$ cat src/rtl/prince_sinv_glm_serial_pkg.sv
// Shared definitions for the serial glitch-limited masked PRINCE inverse S-box.
package prince_sinv_glm_serial_pkg;

  typedef enum logic [1:0] {
    ST_IDLE = 2'd0,
    ST_RUN  = 2'd1,
    ST_DONE = 2'd2
  } state_t;

  // One domain per share-selection vector over the four input bits.
  localparam int NUM_DOMAINS = 16;

  // PRINCE inverse S-box, entry x in bits [4x+3:4x].
  localparam logic [63:0] SINV_TABLE = 64'h1CE5_046A_98DF_237B;

  // Moebius transform: converts a 4-in/4-out truth table into its ANF
  // coefficients, entry m holding the output bits that contain monomial m.
  function automatic logic [63:0] anf_of(input logic [63:0] tbl);
    logic [63:0] f;
    f = tbl;
    for (int i = 0; i < 4; i++) begin
      for (int m = 0; m < 16; m++) begin
        if (((m >> i) & 1) == 1) begin
          f[4*m +: 4] = f[4*m +: 4] ^ f[4*(m ^ (1 << i)) +: 4];
        end
      end
    end
    return f;
  endfunction

  localparam logic [63:0] SINV_ANF = anf_of(SINV_TABLE);

endpackage

$ cat src/rtl/prince_sinv_domain.sv
// Combinational domain function: the share cross-products of every SINV
// monomial whose selection pattern equals d on the monomial's variables.
module prince_sinv_domain
  import prince_sinv_glm_serial_pkg::*;
(
  input  logic [3:0] sel,
  input  logic [3:0] d,
  output logic [3:0] term
);

  // A monomial m contributes here only if d is a subset of m; the product
  // then uses the selected share bits, which are already b on d and a elsewhere.
  // The constant term (monomial 0) lands only in domain 0.
  always_comb begin
    logic [3:0] mask;
    mask = '0;
    term = '0;
    for (int m = 0; m < NUM_DOMAINS; m++) begin
      mask = 4'(m);
      if (((mask & d) == d) && ((mask & sel) == mask)) begin
        term = term ^ SINV_ANF[4*m +: 4];
      end
    end
  end

endmodule

$ cat src/rtl/prince_sinv_glm_serial.sv
// Serial masked PRINCE inverse S-box: one share domain evaluated per cycle,
// results folded into two output shares by domain parity.
module prince_sinv_glm_serial
  import prince_sinv_glm_serial_pkg::*;
(
  input  logic       clk,
  input  logic       rst,
  input  logic       in_valid,
  output logic       in_ready,
  input  logic [3:0] in_a,
  input  logic [3:0] in_b,
  output logic       out_valid,
  input  logic       out_ready,
  output logic [3:0] out_s,
  output logic [3:0] out_t,
  output logic       busy
);

  state_t     state, state_nxt;
  logic [3:0] d_cnt;
  logic [3:0] sh_a, sh_b;
  logic [3:0] acc_s, acc_t;
  logic [3:0] sel;
  logic [3:0] term;

  // Per-bit share multiplexer: bit i comes from b when d[i] is set, else from a.
  assign sel = (sh_b & d_cnt) | (sh_a & ~d_cnt);

  prince_sinv_domain u_domain (
    .sel  (sel),
    .d    (d_cnt),
    .term (term)
  );

  // State register.
  always_ff @(posedge clk or posedge rst) begin
    if (rst) begin
      state <= ST_IDLE;
    end else begin
      state <= state_nxt;
    end
  end

  // Next-state and handshake outputs.
  always_comb begin
    state_nxt = state;
    in_ready  = 1'b0;
    out_valid = 1'b0;
    busy      = 1'b0;
    case (state)
      ST_IDLE: begin
        in_ready = 1'b1;
        if (in_valid) state_nxt = ST_RUN;
      end
      ST_RUN: begin
        busy = 1'b1;
        if (d_cnt == 4'(NUM_DOMAINS - 1)) state_nxt = ST_DONE;
      end
      ST_DONE: begin
        out_valid = 1'b1;
        if (out_ready) state_nxt = ST_IDLE;
      end
      default: state_nxt = ST_IDLE;
    endcase
  end

  // Share latch, domain counter and parity-steered accumulation.
  always_ff @(posedge clk or posedge rst) begin
    if (rst) begin
      d_cnt <= '0;
      sh_a  <= '0;
      sh_b  <= '0;
      acc_s <= '0;
      acc_t <= '0;
    end else begin
      if (state == ST_IDLE && in_valid) begin
        sh_a  <= in_a;
        sh_b  <= in_b;
        acc_s <= '0;
        acc_t <= '0;
        d_cnt <= '0;
      end else if (state == ST_RUN) begin
        if (^d_cnt) acc_t <= acc_t ^ term;
        else        acc_s <= acc_s ^ term;
        if (d_cnt != 4'(NUM_DOMAINS - 1)) d_cnt <= d_cnt + 4'd1;
      end
    end
  end

  // Accumulators are only visible while the result is offered.
  assign out_s = out_valid ? acc_s : 4'd0;
  assign out_t = out_valid ? acc_t : 4'd0;

endmodule
$ cat config.mk
export PLATFORM = sky130hd
export DESIGN_NAME = prince_sinv_glm_serial
export DESIGN_NICKNAME = d
export VERILOG_FILES = /design/src/rtl/prince_sinv_glm_serial_pkg.sv /design/src/rtl/prince_sinv_domain.sv /design/src/rtl/prince_sinv_glm_serial.sv
export SDC_FILE = /design/constraint.sdc
export NUM_CORES = 1
export LEC_CHECK = 0
export BUFFER_PORTS_ARGS = -buffer_cell sky130_fd_sc_hd__buf_4
export CAP_MARGIN = 20
export CORE_MARGIN = 2
export CORE_UTILIZATION = 56
export DETAILED_ROUTE_END_ITERATION = 12
export GPL_TIMING_DRIVEN = 0
export PLACE_DENSITY_LB_ADDON = 0.25
export SETUP_SLACK_MARGIN = 0.05
export SKIP_LAST_GASP = 1
export SYNTH_ARGS = -nofsm -noshare
export SYNTH_HDL_FRONTEND = slang
export SYNTH_HIERARCHICAL = 1
export SYNTH_SLANG_ARGS = --single-unit
$ cat constraint.sdc
create_clock -name clk -period 2.8 [get_ports clk]
set_input_delay 0 -clock clk [delete_from_list [all_inputs] [get_ports clk]]
set_output_delay 0 -clock clk [all_outputs]
set_load 0.01 [all_outputs]
Word level (Yosys, flattened, before mapping):

Cells that the tools add are included.

* word-level logic and storage cells: 112
* bits in registers: 22

* muxes and demuxes: 32
* bitwise logic cells: 23
* add/subtract/negate cells: 1
* reductions and logical operators: 33
* equality and inequality tests: 17

Operator list (number)
* $mux W4: 21
* $logic_and A1 B1 Y1: 14
* $eq A2 B2 Y1 const B: 6
* $eq A3 B3 Y1 const B: 4
* $logic_not A2 Y1: 6
* $logic_not A3 Y1: 4
* $not A3 Y3: 4
* $mux W3: 3
* $and A4 B4 Y4: 2
* $ne A2 B2 Y1 const B: 4
* $not A1 Y1: 8
* $not A2 Y2: 4
* $not A4 Y4: 2
* $xor A4 B4 Y4: 2
* $mux W2: 3
* $pmux W2 S3: 1
* $reduce_and A2 Y1: 3
* $reduce_bool A2 Y1: 3
* $add A4 B1 Y4 const B: 1
* $eq A4 B4 Y1 const B: 1
* $logic_not A4 Y1: 1
* $mux W1: 4
* $ne A4 B4 Y1 const B: 1
* $or A4 B4 Y4: 1
* 3 further kinds: 3

Depth between registers and ports, before layout:

Gate-level depths: netlist of the first run.

* depth in word-level cells: 32
* mapped depth: 9

By module:

The synthesis of the first run kept the hierarchy.

Modules (own cells, without submodules)
* prince_sinv_glm_serial: cells each 98, times used 1, area each 1128.6 µm²
* prince_sinv_domain: cells each 53, times used 1, area each 385.4 µm²

Worst setup path after synthesis of the first run:

Ideal clock, no wire load.

* path type: flip-flop to flip-flop
* from: register d_cnt[0]
* to: register acc_s[2]
* path slack: 0.650 ns
* setup time: 0.079 ns
* period minus slack after synthesis: 2.150 ns
* arrival time: 2.071 ns
* path buffers: 1
* cell stages (with the launch flop): 9
* cells stage by stage: dfrtp_1 > mux2_2 > buf_2 > xor2_1 > nor3_1 > xor2_1 > xnor3_1 > nand3_1 > mux2i_1

* cells in the longest elaborated chain, start to end: 27
* elaborated cells on any way between the ends: 45
* classes of those cells: eq/ne: 5; mux: 15; bitwise: 12; reduce/logical: 13

Ends and longest elaborated chain
* start: declaration: line prince_sinv_glm_serial.sv:20 `logic [3:0] d_cnt;`
* start signal: assignment: line prince_sinv_glm_serial.sv:85 `if (d_cnt != 4'(NUM_DOMAINS - 1)) d_cnt <= d_cnt + 4'd1;`
* $not A4 Y4: line prince_sinv_glm_serial.sv:27 `assign sel = (sh_b & d_cnt) | (sh_a & ~d_cnt);`
* $and A4 B4 Y4: line prince_sinv_glm_serial.sv:27
* $or A4 B4 Y4 *: line prince_sinv_glm_serial.sv:27
* via sel[0]: line prince_sinv_glm_serial.sv:23 `logic [3:0] sel;`
* $logic_and A1 B1 Y1: line prince_sinv_domain.sv:20 `if (((mask & d) == d) && ((mask & sel) == mask)) begin`
* $mux W4 (2 in series): line prince_sinv_domain.sv:20
* $not A3 Y3 (no line)
* $mux W4: line prince_sinv_domain.sv:20
* [10 not listed]
* $not A2 Y2 (no line)
* $mux W3 *: line prince_sinv_domain.sv:20
* $mux W4 * (3 in series): line prince_sinv_domain.sv:20
* via term[2]: line prince_sinv_glm_serial.sv:24 `logic [3:0] term;`
* $xor A4 B4 Y4 *: line prince_sinv_glm_serial.sv:84 `else acc_s <= acc_s ^ term;`
* $mux W4 *: line prince_sinv_glm_serial.sv:83 `if (^d_cnt) acc_t <= acc_t ^ term;`
* $mux W4 *: line prince_sinv_glm_serial.sv:82 `end else if (state == ST_RUN) begin`
* $mux W4 *: line prince_sinv_glm_serial.sv:76 `if (state == ST_IDLE && in_valid) begin`
* end signal: assignment: line prince_sinv_glm_serial.sv:84
* end: declaration: line prince_sinv_glm_serial.sv:22 `logic [3:0] acc_s, acc_t;`

Mark *: on every way through the listed nets, which the timed path passes. The rest lies on a longest branch. The select of a mux whose other input is x is not followed.
A chain may end at the register's enable or synchronous reset.

Worst setup path after layout of the first run:

* from: register d_cnt[0]
* to: register acc_s[3]

* cells in the longest elaborated chain, start to end: 25
* elaborated cells on any way between the ends: 48
* classes of those cells: eq/ne: 5; mux: 13; bitwise: 15; reduce/logical: 15

Ends and longest elaborated chain (line)
* $not A4 Y4: prince_sinv_glm_serial.sv:27
* $and A4 B4 Y4: prince_sinv_glm_serial.sv:27
* $or A4 B4 Y4 *: prince_sinv_glm_serial.sv:27
* via sel[0]: prince_sinv_glm_serial.sv:23
* $logic_and A1 B1 Y1: prince_sinv_domain.sv:20
* $mux W4: prince_sinv_domain.sv:20
* $not A1 Y1 (no line)
* $mux W4: prince_sinv_domain.sv:20
* [11 not listed]
* $mux W4 *: prince_sinv_domain.sv:20
* $not A1 Y1 (no line)
* $mux W4 *: prince_sinv_domain.sv:20
* via term[3]: prince_sinv_glm_serial.sv:24
* $xor A4 B4 Y4 *: prince_sinv_glm_serial.sv:84
* $mux W4 *: prince_sinv_glm_serial.sv:83
* $mux W4 *: prince_sinv_glm_serial.sv:82
* $mux W4 *: prince_sinv_glm_serial.sv:76

Marks and branches as above.

==> flow_summary.json, run 1 <==
{
  "grt_first_pass_wirelength_um": 5360,
  "port_buffers": 22,
  "drt-pass1-iter-count": 4,
  "overflow": 0,
  "die_height_um": 56.0,
  "hpwl_um": 2140,
  "tns_ns": 0,
  "fmax_mhz": 419,
  "placed_cell_area_mm2": 0.00172,
  "p_leak_nw": 0.885,
  "cp_max_fo": 11,
  "dieArea_mm2": 0.00314,
  "synthCells": 151,
  "synth_compound_area_frac": 0.0322,
  "crit_arrival_ns": 2.60,
  "via_per_inst": 5.49,
  "wl_per_cell_um": 14.1,
  "final_common_cell": "buf_4",
  "startpoint_type": "flop",
  "place_congestion": 0.816,
  "fin_skew_ns": 0.00191,
  "rsz0062_at_grt": "false",
  "setup_viol": 0,
  "syn_nets": 165,
  "synth_area_per_cell_um2": 10.0,
  "syn_to_final_growth_pct": 21.6,
  "layout_common_cells": "buf_4, dfrtp_1, nand2_1, nand3_1, xnor2_1",
  "antenna_found_initial": 0,
  "fin_nets": 202,
  "diodes": 0,
  "yosys-top-cells-area": "dfrtp_1, mux2_4, xnor2_1",
  "syn_area_mm2": 0.00151,
  "synthAdderAreaFrac": 0.0165,
  "fillCellCount": 190,
  "grt_max_degree": 23,
  "hold_path_class": "in2reg",
  "cp.required_ns": 3.01,
  "row_count": 18,
  "yosys.area.top_type": "dfrtp_1",
  "numCtsBuffers": 3,
  "hold_viol_final": 0,
  "antenna_left": 0,
  "wirelength_um": 3060,
  "drive_above_1_share": 0.253,
  "worstSetupPathType": "reg2reg",
  "cts.sinks": 22,
  "relSlewSlack": 0.422,
  "cts_buffer_depth": 2,
  "powerDensity_mw_per_mm2": 1330,
  "ys_types": 36,
  "yosys.area_share.simple": 0.230,
  "drt_iter0_markers": 21,
  "die_w_um": 56.0,
  "tightest_slew_ns": 0.867,
  "vdd_drop_max_uv": 1030,
  "final_cell_area_mm2": 0.00184,
  "grt_pass1_vias": 1145,
  "maxCapViolCount": 0,
  "clock_latency_ns": 0.31,
  "ioPinCount": 23,
  "fin_crit_ns": 2.39,
  "drc": 0,
  "clock-root-buffer": "clkbuf_4",
  "period_share": 0.853,
  "synth_top_family_by_area": "simple AND/OR/NAND/NOR gates",
  "grtUsageTotal": 0.219,
  "synth_top_area_share": 0.364,
  "drv_slew": 0,
  "yosysWarnings": 6,
  "seq_area_frac_synth": 0.364,
  "path_clk_slew_ns": 0.12,
  "synth_seq_cells": 22,
  "synth.mux.area_fraction": 0.169,
  "outcome": "complete, no violations",
  "initial_utilization": 0.600,
  "h-tree-depth": 1,
  "core-area_mm2": 0.00252,
  "crit_path_end_kind": "flop",
  "cts_tree": "done",
  "synth_xor_area_frac": 0.131,
  "dr_total_vias": 1186
}
area by class of cell:
| type | instances | area (um2) | share of cell area |
|---|---|---|---|
| inverter | 3 | 11.3 | 0.00612 |
| timing repair buffer | 32 | 265 | 0.144 |
| sequential | 22 | 552 | 0.300 |
| multi-input combinational | 117 | 875 | 0.475 |
| buffer | 9 | 77.6 | 0.0421 |
| clock buffer | 3 | 22.5 | 0.0122 |
| tap | 30 | 37.5 | 0.0204 |
power by group:
group	switching (W)	total, W	internal, W
Clock	0.0000940	0.000144	0.0000504
Combinational	0.000831	0.00168	0.000853
Sequential	0.000135	0.000615	0.000480
Total	0.00106	0.00244	0.00138
synth_stat cells (all sizes together):
| master | number |
|---|---|
| xor2 | 8 |
| nand4b | 1 |
| and4bb | 1 |
| dfrtp | 22 |
| nand3 | 12 |
| or3b | 1 |
| nand2 | 16 |
| buf | 7 |
| o21ai | 4 |
| mux2i | 9 |
| xnor3 | 1 |
| clkinv | 1 |
| clkbuf | 2 |
| mux2 | 12 |
| a21oi | 3 |
| o211ai | 1 |
| nor2b | 3 |
| nor4bb | 1 |
| xnor2 | 12 |
| ha | 2 |
| o22ai | 1 |
| nor2 | 6 |
| nor3b | 1 |
| inv | 2 |
| nor3 | 4 |
| or3 | 1 |
| nand2b | 2 |
| and2 | 10 |
| nor4 | 2 |
| nand3b | 3 |
cell families (layout without fill, tap and decap cells):
group           count (synthesis)  count (layout)
simple gates                   64              64
flops                          22              22
xor+xnor                       21              21
mux                            21              21
buf+inv                        12              47
compound gates                  9               9
fa+ha+maj                       2               2
routing by layer:
layer  part of all wire  vias up  GRT usage
met2               0.49       28      0.338
met4              0.014        0     0.0748
met1               0.46      561      0.314
met5                  0        -          0
met3              0.042        5     0.0349
li1                   -      592          -
flip-flops by register name, indices dropped and copies added (netlist names):
register	flops
sh_a	4
acc_s	4
state	2
acc_t	4
d_cnt	4
sh_b	4
per-stage QoR:
step / worst slack, ns / hold slack, ns / std cells / util / total power (W)
detailed placement: 0.318 / 0.182 / 203 / 0.681 / 0.00228
global route: 0.148 / 0.0463 / 216 / 0.730 / 0.00268
CTS: 0.288 / 0.0202 / 216 / 0.729 / 0.00245
finish: 0.411 / 0.0300 / 216 / 0.730 / 0.00244
global placement: 0.441 / 0.176 / 203 / 0.681 / 0.00221
floorplan: 0.650 / -0.0108 / 151 / - / 0.00198
final timing paths:
path                                      startpoint              endpoint  slack, ns  cells past startpoint
max in group asynchronous                        rst  d_cnt[0]$_DFFE_PP0P_       1.79                      3
worst max-delay path            d_cnt[0]$_DFFE_PP0P_  acc_s[3]$_DFFE_PP0P_       0.41                      9
worst min register to register  acc_s[3]$_DFFE_PP0P_  acc_s[3]$_DFFE_PP0P_       0.47                      1
worst min-delay path                        in_valid  d_cnt[1]$_DFFE_PP0P_       0.03                      3
min in group asynchronous                        rst   sh_a[2]$_DFFE_PP0P_       0.42                      3
worst max register to register  d_cnt[0]$_DFFE_PP0P_  acc_s[3]$_DFFE_PP0P_       0.41                      9
worst max-delay path, cell delays in order, from the launching register on:
cell	delay (ns)
dfrtp_2	0.50
mux2_2	0.35
buf_2	0.17
xor2_1	0.16
nor4_1	0.30
xnor2_1	0.15
xnor2_1	0.23
xnor2_1	0.17
nand3_1	0.11
mux2i_1	0.13
timing repair:
item                                   in CTS  in global routing
buffers inserted                            0                  0
setup endpoints to repair                   0                  2
gates resized for setup                     0                  1
hold buffers                               10                  0
endpoints found under the hold margin      31                  0
Note: power is estimated with default switching activity, not from simulation.
==> run 2, diff against run 1 <==
--- a/config.mk
+++ b/config.mk
@@ -9,5 +9,5 @@
 export CAP_MARGIN = 20
 export CORE_MARGIN = 2
-export CORE_UTILIZATION = 56
+export CORE_UTILIZATION = 50
 export DETAILED_ROUTE_END_ITERATION = 12
 export GPL_TIMING_DRIVEN = 0
==> constraint.sdc (replaced) <==
create_clock -name clk -period 2.8 [get_ports clk]
set_input_delay 0.14 -clock clk [delete_from_list [all_inputs] [get_ports clk]]
set_output_delay 0.14 -clock clk [all_outputs]
set_load 0.01 [all_outputs]
==> run 2 against run 1 <==
The run now ends with hold timing left. Power grew 5.2%. Die area grew 11%. Clock skew rose by 0.0031 ns. Highest routed layer unchanged. Worst setup slack worse by 0.11 ns. Utilization shrank 9.5 points. Cell count down 3.2%. Register-to-register slack lost 0.11 ns. Critical endpoint is now acc_t[3]$_DFFE_PP0P_.
==> flow_summary.json, run 2 (synthesis results as in run 1) <==
{
  "outcome": "complete, but fails checks",
  "violations": "hold timing",
  "switching_share": 0.429,
  "crit_end": "acc_t[3]$_DFFE_PP0P_",
  "startpoint": "d_cnt[0]$_DFFE_PP0P_",
  "row_count": 19,
  "overflow": 0,
  "p_leak_nw": 0.863,
  "ioPinCount": 23,
  "grt_util_met2": 0.329,
  "cts_tree": "done",
  "grt_util_met1": 0.270,
  "period_share": 0.894,
  "crit_arrival_ns": 2.75,
  "placed_cell_area_mm2": 0.00172,
  "via_per_inst": 5.52,
  "grtUsageTotal": 0.198,
  "drt_iter0_markers": 37,
  "tightest_slew_ns": 0.824,
  "drc": 0,
  "cp.required_ns": 3.05,
  "cts.sinks": 22,
  "grt_first_pass_wirelength_um": 5240,
  "hold_ws_ns": -0.0412,
  "core-area_mm2": 0.00281,
  "rsz0062_at_grt": "false",
  "antenna_found_initial": 0,
  "power_frac_seq": 0.240,
  "numCtsBuffers": 3,
  "crit_path_end_kind": "flop",
  "hold_path_class": "in2async",
  "h-tree-depth": 1,
  "worstSetupPathType": "reg2reg",
  "fin_nets": 193,
  "die_w_um": 59.0,
  "syn_to_final_growth_pct": 17.6,
  "cp_max_fo": 11,
  "setup_viol": 0,
  "drive_above_1_share": 0.264,
  "fmax_mhz": 400,
  "final_cell_area_mm2": 0.00178,
  "cts_buffer_depth": 2,
  "grt_busiest_layer": "met2",
  "final_common_cell": "buf_4",
  "maxCapViolCount": 0,
  "die_height_um": 59.0,
  "worstReg2RegStart": "d_cnt[0]$_DFFE_PP0P_",
  "cts_setup_buffers": 0,
  "dr_total_vias": 1154,
  "diodes": 0,
  "layout_common_cells": "buf_4, dfrtp_1, nand2_1, nand3_1, xnor2_1",
  "antenna_left": 0,
  "wl_per_cell_um": 14.9,
  "powerDensity_mw_per_mm2": 1440,
  "drt-pass1-iter-count": 6,
  "reg2reg_slack_ns": 0.30,
  "met3_usage": 0.0218,
  "initial_utilization": 0.540,
  "port_buffers": 22,
  "fin_skew_ns": 0.00505,
  "startpoint_type": "flop",
  "grt_max_degree": 23,
  "dieArea_mm2": 0.00348,
  "reg2reg_depth": 9,
  "tns_ns": 0,
  "power_frac_clock": 0.099,
  "r2r-end": "acc_t[3]$_DFFE_PP0P_",
  "internal-power_w": 0.00147,
  "share_comb_of_total_power": 0.661,
  "relSlewSlack": 0.450,
  "place_congestion": 0.811,
  "drv_slew": 0,
  "vdd_drop_max_uv": 819,
  "path_clk_slew_ns": 0.14,
  "finalPower_w": 0.00257,
  "clock_latency_ns": 0.32,
  "clock-root-buffer": "clkbuf_4",
  "fin_crit_ns": 2.50,
  "wirelength_um": 3120,
  "hold_viol_final": 22,
  "hpwl_um": 2290,
  "switching_power_w": 0.00110,
  "grt_pass1_vias": 1147,
  "fin_util": 0.635
}
-- run 2: cell types whose count changed in the layout (fill, tap and decap cells not counted) --
cell / change
dlygate4sd3_1: -9
bufinv_16: +1
dfrtp_1: +1
dfrtp_2: -1
-- run 2: worst min path at each step --
| stage | to | slack [ns] |
|---|---|---|
| 5_1_grt | sh_b[0]$_DFFE_PP0P_ | 0.03 |
| 2_1_floorplan | acc_s[0]$_DFFE_PP0P_ | 0.13 |
| 3_5_place_dp | state[1]$_DFFE_PP0P_ | 0.32 |
| 3_3_place_gp | state[1]$_DFFE_PP0P_ | 0.32 |
| 6_report | sh_b[1]$_DFFE_PP0P_ | -0.04 |
| 4_1_cts | sh_a[2]$_DFFE_PP0P_ | 0.007 |
-- run 2: critical path, cell delays in order, from the launching register on --
cell,delay [ns]
dfrtp_1,0.59
mux2_2,0.38
buf_2,0.17
xor2_1,0.17
nor4_1,0.27
xnor2_1,0.14
xnor2_1,0.22
xnor2_1,0.19
nand3_1,0.12
mux2i_1,0.17
-- run 2: per-stage QoR --
stage               instances  setup slack (ns)
floorplan                 151             0.650
global route              209             0.123
CTS                       209             0.312
finish                    209             0.297
global placement          204             0.422
detailed placement        204             0.361
-- run 2: final cells by class --
cell class | count | area, um2
clock buffers | 3 | 22.5
well taps | 31 | 38.8
repair buffers | 23 | 175
fillers | 244 | 1020
inverters | 3 | 11.3
flip-flops and latches | 22 | 551
plain buffers | 9 | 77.6
clock inverters | 1 | 30.0
multi-input cells | 117 | 875
-- run 2: power by group through the flow --
stage	registers (W)	clock network (W)	logic, W
2_1_floorplan	0.000578	0	0.00140
3_5_place_dp	0.000625	0	0.00166
6_report	0.000617	0.000254	0.00170
4_1_cts	0.000617	0.000250	0.00170
5_1_grt	0.000644	0.000263	0.00185
3_3_place_gp	0.000609	0	0.00161
-- run 2: metal layers --
metal | share of wire | vias to the layer above
met5 | 0 | -
met3 | 0.020 | 7
met2 | 0.49 | 18
met1 | 0.47 | 561
met4 | 0.018 | 0
li1 | - | 568
-- run 2: repair_timing --
item / CTS / global route
gates resized for setup: 0 / 0
hold buffers: 1 / 0
hold endpoints to repair: 1 / 0
==> run 3, diff against run 2 <==
Settings changed: ABC_AREA set to 1.
==> run 3 against run 2 <==
The flow still finishes with violations (hold timing). Non-clock buffer count decreased by 7. Maximum frequency increased by 3.2%. Cell area increased by 16%. Critical path type unchanged. Critical endpoint unchanged.
==> flow_summary.json, run 3 <==
{
  "outcome": "complete, but fails checks",
  "violations": "hold timing",
  "final_cells": 340,
  "synthCells": 269,
  "drive_above_1_share": 0.218,
  "final_common_cell": "nand2_1",
  "row_count": 21,
  "fin_skew_ns": 0.00627,
  "cts_buffer_depth": 2,
  "power_frac_clock": 0.053,
  "grt_first_pass_wirelength_um": 6200,
  "core-area_mm2": 0.00342,
  "synth_area_per_cell_um2": 6.75,
  "critPathMaxStageDelay_ns": 0.52,
  "antenna_left": 0,
  "die_height_um": 64.3,
  "antenna_found_initial": 0,
  "clock_latency_ns": 0.31,
  "ioPinCount": 23,
  "cp.required_ns": 3.01,
  "maxCapViolCount": 0,
  "syn_to_final_growth_pct": 13.5,
  "overflow": 0,
  "share_comb_of_total_power": 0.706,
  "cts.sinks": 22,
  "hold_path_class": "in2async",
  "drt-pass1-iter-count": 4,
  "placed_cell_area_mm2": 0.00204,
  "switching_share": 0.529,
  "multi_input_area_mm2": 0.00106,
  "numCtsBuffers": 3,
  "internal-power_w": 0.00125,
  "fillCellCount": 324,
  "worstSetupPathType": "reg2reg",
  "syn_area_mm2": 0.00182,
  "worst_path_most_repeated_cell": "nand2_1",
  "final_cell_area_mm2": 0.00206,
  "drc": 0,
  "hpwl_um": 2790,
  "drv_slew": 0,
  "cts_hold_buffers": 0,
  "diodes": 0,
  "dr_total_vias": 1616,
  "port_buffers": 22,
  "switching_power_w": 0.00140,
  "relSlewSlack": 0.450,
  "tightest_slew_ns": 0.823,
  "initial_utilization": 0.532,
  "grtUsageTotal": 0.187,
  "dieArea_mm2": 0.00413,
  "cp_max_fo": 6,
  "clock-root-buffer": "clkbuf_4",
  "rsz0062_at_grt": "false",
  "seq_area_um2": 551,
  "place_congestion": 0.850,
  "yosys.area.top_type": "dfrtp_1",
  "fin_util": 0.604,
  "wirelength_um": 3440,
  "hold_viol_final": 22,
  "power_frac_seq": 0.241,
  "synth_async_sr_flop_share": 1.00,
  "layout_common_cells": "nand2_1, inv_1, nand3_1",
  "cts_tree": "done",
  "syn_nets": 283,
  "yosysWarnings": 6,
  "finalPower_w": 0.00265,
  "synth_top_area_share": 0.303,
  "path_clk_slew_ns": 0.11,
  "p_leak_nw": 1.16,
  "dp_cells": 337,
  "hold_ws_ns": -0.0176,
  "wl_per_cell_um": 10.1,
  "period_share": 0.867,
  "via_per_inst": 4.75,
  "crit_path_end_kind": "flop",
  "synth_commonest_cells": "nand2_1, inv_1, nand3_1, dfrtp_1, nor2_1",
  "seq_area_frac_synth": 0.303,
  "crit_arrival_ns": 2.64,
  "powerDensity_mw_per_mm2": 1280,
  "grt_pass1_vias": 1464,
  "tns_ns": 0,
  "fin_nets": 310,
  "h-tree-depth": 1,
  "crit_chain": "o21ai_0, inv_2, nor2_2, nand3_1, nand2_1, xor2_1, inv_1, nand2_1, nand2_1, xnor2_1, nor2_1, nand2_1, nand2_1",
  "yosys-top-cells-area": "dfrtp_1, nand2_1, nand3_1",
  "fin_crit_ns": 2.43,
  "vdd_drop_max_uv": 558,
  "setup_viol": 0,
  "synth_edf_count": 0,
  "synth_seq_cells": 22,
  "synth_most_common_cell": "nand2_1",
  "ys_types": 26,
  "synth_ff_type": "dfrtp_1",
  "startpoint_type": "flop",
  "die_w_um": 64.3,
  "drt_iter0_markers": 67,
  "grt_max_degree": 23,
  "worst_path_max_delay_cell": "o21ai_0",
  "fmax_mhz": 412
}
[run 3: path summary, 6_finish.rpt]
path / slack, ns / to / depth (start not counted) / start
max: 0.37 / acc_t[3]$_DFFE_PP0P_ / 13 / d_cnt[1]$_DFFE_PP0P_
min: -0.02 / state[0]$_DFFE_PP0P_ / 2 / rst
max reg2reg: 0.37 / acc_t[3]$_DFFE_PP0P_ / 13 / d_cnt[1]$_DFFE_PP0P_
min reg2reg: 0.49 / sh_b[2]$_DFFE_PP0P_ / 2 / sh_b[2]$_DFFE_PP0P_
max in group asynchronous: 2.31 / d_cnt[3]$_DFFE_PP0P_ / 2 / rst
min in group clk: 0.02 / state[1]$_DFFE_PP0P_ / 2 / out_ready
[run 3: kinds of logic after synthesis]
kind of cell | share of synthesized area
and+or+nand+nor | 0.433
DFF | 0.303
adders and majority gates | 0.0138
AOI/OAI and AO/OA | 0.0510
xor gates and xnor gates | 0.0861
buffers and inverters | 0.113
[run 3: metrics by stage]
| step | setup slack (ns) | hold WS, ns |
|---|---|---|
| floorplan | 0.693 | 0.129 |
| global route | 0.0579 | 0.0171 |
| detailed placement | 0.354 | 0.338 |
| CTS | 0.332 | 0.0174 |
| finish | 0.374 | -0.0176 |
| global placement | 0.349 | 0.335 |
[run 3: power by group through the flow]
stage               clock (W)  sequential [W]  combinational [W]
finish               0.000141        0.000637            0.00187
global route         0.000161        0.000658            0.00215
CTS                  0.000144        0.000636            0.00188
detailed placement          0        0.000645            0.00187
global placement            0        0.000641            0.00182
floorplan                   0        0.000602            0.00156
[run 3: critical path, delay by kind of cell (launching register included)]
family | cells | cell delay [ns]
AND/OR/NAND/NOR | 8 | 0.76
flip-flops | 1 | 0.46
buffers and inverters | 2 | 0.21
XOR/XNOR | 2 | 0.38
AO/OA/AOI/OAI | 1 | 0.52
[run 3: cell type report]
class                   instances  share of cell area
inverters                      42              0.0789
multi-input cells             202               0.515
well taps                      46              0.0279
flip-flops and latches         22               0.267
clock buffers                   3              0.0109
plain buffers                   3              0.0206
repair buffers                 22              0.0801
[run 3: timing repair]
action,in CTS,in global routing
hold endpoints to repair,0,0
endpoints found under the setup margin,0,2
gates resized for setup,0,1
setup buffers,0,0
[run 3: layer usage]
metal | wire, um | share of wire | GRT usage | up-vias
li1 | - | - | - | 872
met1 | 1550 | 0.45 | 0.228 | 707
met2 | 1720 | 0.50 | 0.342 | 37
met3 | 170 | 0.049 | 0.0387 | 0
met4 | 0 | 0 | 0.0293 | 0
met5 | 0 | 0 | 0 | -
